`config.mk`:
```
export PLATFORM = sky130hd
export DESIGN_NAME = bcd_display_scanner
export DESIGN_NICKNAME = d
export VERILOG_FILES = /design/src/rtl/bcd_display_scanner.sv
export SDC_FILE = /design/constraint.sdc
export NUM_CORES = 1
export LEC_CHECK = 0
export ABC_AREA = 1
export BUFFER_PORTS_ARGS = -buffer_cell sky130_fd_sc_hd__buf_4
export CORE_MARGIN = 4
export CORE_UTILIZATION = 30
export CTS_CLUSTER_DIAMETER = 40
export DETAILED_ROUTE_END_ITERATION = 7
export PLACE_DENSITY_LB_ADDON = 0.12
export SETUP_SLACK_MARGIN = 0.4
export SYNTH_ARGS = -nofsm -noshare
export SYNTH_HDL_FRONTEND = slang
export SYNTH_SLANG_ARGS = --single-unit
```
`constraint.sdc`:
```
create_clock -name clk -period 2.9 [get_ports clk]
set_input_delay 0.29 -clock clk [delete_from_list [all_inputs] [get_ports clk]]
set_output_delay 0.29 -clock clk [all_outputs]
set_load 0.01 [all_outputs]
```
`src/rtl/bcd_display_scanner.sv`:
```
// Four-digit BCD scanner feeding a single seven-segment decoder: double-buffered
// value, frame-aligned swaps, leading-zero and invalid-digit blanking, active-low anodes.
module bcd_display_scanner #(
    parameter int unsigned REFRESH_DIV = 100000,
    parameter int unsigned CNT_W       = 20
) (
    input  logic        clk,
    input  logic        rst,
    input  logic        enable,
    input  logic        blank_lz,
    input  logic        load,
    input  logic [15:0] value,
    output logic        in3,
    output logic        in2,
    output logic        in1,
    output logic        in0,
    output logic        AN0,
    output logic        AN1,
    output logic        AN2,
    output logic        AN3,
    output logic [1:0]  digit_sel,
    output logic        pending,
    output logic        bad_bcd
);

    logic [CNT_W-1:0] r_cnt;
    logic [1:0]       r_sel;
    logic [15:0]      r_shadow;
    logic [15:0]      r_active;
    logic             r_pending;
    logic             r_bad;
    logic [3:0]       r_in;
    logic [3:0]       r_an;

    logic             w_tick;
    logic             w_swap;
    logic [1:0]       w_sel_next;
    logic [15:0]      w_act_next;
    logic [3:0]       w_nib;
    logic [3:0]       w_lz;
    logic             w_blank;
    logic [3:0]       w_an_next;
    logic             w_bad;

    // Outputs are computed from the post-edge digit and active value so they
    // stay aligned with digit_sel and the frame swap.
    always_comb begin
        w_tick     = enable && (r_cnt == CNT_W'(REFRESH_DIV - 1));
        w_sel_next = w_tick ? r_sel + 2'd1 : r_sel;
        w_swap     = w_tick && (r_sel == 2'd3) && r_pending;
        w_act_next = w_swap ? r_shadow : r_active;
        w_nib      = w_act_next[{w_sel_next, 2'b00} +: 4];

        w_lz    = '0;
        w_lz[3] = (w_act_next[15:12] == 4'd0);
        w_lz[2] = w_lz[3] && (w_act_next[11:8] == 4'd0);
        w_lz[1] = w_lz[2] && (w_act_next[7:4] == 4'd0);

        w_blank   = (blank_lz && w_lz[w_sel_next]) || (w_nib > 4'd9);
        w_an_next = (enable && !w_blank) ? ~(4'b0001 << w_sel_next) : '1;

        w_bad = (r_active[15:12] > 4'd9) || (r_active[11:8] > 4'd9) ||
                (r_active[7:4] > 4'd9)   || (r_active[3:0] > 4'd9);
    end

    always_ff @(posedge clk) begin
        if (rst) begin
            r_cnt     <= '0;
            r_sel     <= '0;
            r_shadow  <= '0;
            r_active  <= '0;
            r_pending <= 1'b0;
            r_bad     <= 1'b0;
            r_in      <= '0;
            r_an      <= 4'b1110;
        end else begin
            if (enable)
                r_cnt <= w_tick ? '0 : r_cnt + 1'b1;
            r_sel    <= w_sel_next;
            r_active <= w_act_next;
            // A load on the swap edge refills the shadow, so pending stays set.
            if (load) begin
                r_shadow  <= value;
                r_pending <= 1'b1;
            end else if (w_swap) begin
                r_pending <= 1'b0;
            end
            r_bad <= w_bad;
            r_in  <= w_nib;
            r_an  <= w_an_next;
        end
    end

    assign {in3, in2, in1, in0} = r_in;
    assign {AN3, AN2, AN1, AN0} = r_an;
    assign digit_sel            = r_sel;
    assign pending              = r_pending;
    assign bad_bcd              = r_bad;

endmodule
```
==> reports/qor.csv <==
metric;value;unit
maxCapViolations;0;
synthCells;428;
post-route-period-util;76.99;%
ys_seq_area_share;42.77;%
first_iter_violations;154;
clockBufferDepth;2;
synthArstFlopShare;0;%
final_antenna_net_count;0;
worst_setup_path_start_kind;register;
htreeDepth;3;
core;0.009729;sq mm
gp_congestion;0.8161;
clkTransAtPathRegs;80;ps
antenna_found_initial;0;
cts_tree;yes;
register_area;0.001282;sq mm
die_h;107.9;um
drt_wl_total;7.906;mm
combPwrFrac;4.3;%
clock-sinks;64;
rrSetupSlack;670;ps
cts-root-buf;clkbuf_8;
initial_core_util;30.79;%
yosysWarnings;0;
p_sw_share;22.08;%
hold_violations;0;
tightest_slew;662.1;ps
grt_max_degree;32;
cts_buffers;9;
fin_tns_setup;0;ps
synth_cell_types;33;
setup_ws;667.2;ps
timing.rr.start;r_cnt[1];
drc;0;
placed_cell_area;0.003351;sq mm
post-place-ws;572.5;ps
crit_end;r_an[2];
ios;33;
drt-vias-per-instance;4.637;
grt_setup_unrepaired;yes;
cp-end-kind;register;
crit_fanout;5;
die-area;0.01165;sq mm
drive_above_1_share;18.51;%
grt_pass1_vias;2613;
num_antenna_cells;0;
hold_path_class;in -> reg;
ir_drop;0.3121;mV
required;3130;ps
syn-num-nets;451;
synth.avg_cell_area;6.999;sq um
fmax;447.9;MHz
worst_clock_skew;19.54;ps
die_w;107.9;um
relSlewSlack;55.46;%
io_buffers;32;
outcome;complete, no violations;
p_leak;1.548;nW
synth-edff-count;0;
drtPass1Iterations;4;
overflow;0;
crit_type;reg -> reg;
grt_pass1_wl;12.94;mm
ys_ff_latch;64;
track_usage;14.20;%
hold-path-cell-count;3;
cts_hold_buf;0;
finalSetupViolations;0;
fin_nets;488;
cp.arrival;2470;ps
finalMaxSlewViolations;0;
r2r_cells;14;
clkLatencyLatePin;350;ps
holdWs;155.1;ps
num_vias;2796;
finalCriticalPeriod;2233;ps
wl_per_cell;13.11;um
synth_area;0.002995;sq mm
hpwlAfterDp;5.769;mm
power_frac_clock;49.2;%
design_area;0.003690;sq mm
pwr-share-seq;46.4;%
nFillCells;1083;
internal-power;1.531;mW
p_per_area;532.3;mW/mm^2
area_growth;23.18;%
power_switching;0.4337;mW
ys.flop_type;dfxtp_1;
multi_input_area;0.001511;sq mm
r2r_end;r_an[2];
critPathLaunch;r_cnt[1];
rows;36;
through the flow:
step	util, %	instances	power, mW
after floorplan	-	428	0.9755
final	37.92	603	1.964
after CTS	37.02	598	1.988
after detailed placement	34.44	582	1.018
after global routing	37.92	603	2.048
after global placement	34.44	582	1.017
cell type report:
class | instances | share of cell area, %
Clock inverter | 6 | 3.086
Tap cell | 133 | 4.510
Timing Repair Buffer | 39 | 8.376
Inverter | 45 | 4.578
Clock buffer | 10 | 3.730
Multi-Input combinational cell | 306 | 40.96
Sequential cell | 64 | 34.76
how the worst min path moves through the flow:
stage	from	endpoint	slack (ps)
CTS	value[3]	r_shadow[3]	150
finish	value[3]	r_shadow[3]	160
global placement	r_active[4]	r_active[4]	460
detailed placement	r_shadow[12]	r_shadow[12]	460
global route	value[0]	r_shadow[0]	160
floorplan	enable	r_cnt[1]	420
cells in the mapped netlist (all sizes together), types with 2 or more instances:
master | n | area share, %
dfxtp | 64 | 43
nand3 | 20 | 3.7
nand2 | 97 | 12
xor2 | 4 | 1.2
ha | 2 | 0.84
clkbuf | 6 | 0.75
a211oi | 2 | 0.50
nand4 | 19 | 5.1
inv | 45 | 5.6
a31oi | 2 | 0.42
buf | 8 | 1.7
o21ai | 27 | 4.5
nor3 | 11 | 1.8
nor2 | 87 | 12
nor4 | 5 | 1.3
a21oi | 23 | 3.8
routing by layer:
metal | global-route usage (%) | share of wire [%] | routed length, um | vias to the layer above
li1 | - | - | - | 1469
met1 | 21.22 | 53 | 4219 | 1247
met2 | 19.36 | 40 | 3186 | 69
met3 | 3.119 | 4.5 | 357 | 11
met4 | 6.041 | 1.8 | 142 | 0
met5 | 0 | 0 | 0 | -
logic make-up after synthesis:
group	after synthesis	synth area share, %
AO/OA/AOI/OAI	59	10.53
XOR/XNOR	4	1.169
adder cells (fa/ha/maj)	2	0.8353
buffers and inverters	59	8.103
flip-flops	64	42.77
AND/OR/NAND/NOR	240	36.59
critical path: stages, from the launching register on:
cell and delay (ps):
dfxtp_1 370, ha_2 220, nand2_1 100, nor2_1 100, nand3_1 70, nor2_1 180
nand4_1 280, o21ai_2 250, nand2_1 60, o21ai_1 110, nor2_1 60, nand2_1 70
nand3_2 70, nor2_2 120, nand2_1 70
registers in the layout (all words and copies together), names as in the netlist:
signal	count
r_cnt	20
r_active	16
r_shadow	16
r_an	4
r_in	4
digit_sel	2
bad_bcd	1
pending	1
placed cells by master (no fill, tap or decap), types with 2 or more instances in the layout:
master and instances:
xor2_1 4, nor4_1 4, clkinvlp_4 2, bufinv_16 3
o21ai_0 23, a31oi_1 2, nor2_1 77, inv_1 39
nor3_1 10, nand2_2 4, clkbuf_8 10, inv_2 6
nor2_4 3, nand4_4 2, dfxtp_1 63, nand2_1 93
o21ai_1 3, buf_4 37, nor2_2 7, a21oi_1 23
nand4_1 15, nand3_1 18, nand4_2 3, a211oi_1 2
nand3_2 2
power by group through the flow:
stage,Sequential (mW),Clock [mW],Combinational (mW)
after floorplan,0.927,0,0.0487
after global placement,0.931,0,0.0858
after detailed placement,0.931,0,0.0865
after CTS,0.911,0.990,0.0872
after global routing,0.915,1.03,0.0984
final,0.912,0.967,0.0853
what timing repair did:
item	4_1_cts	5_1_grt
resized for setup	0	8
setup endpoints to repair	0	5
buffers inserted	0	4
(Power assumes the default switching activity.)
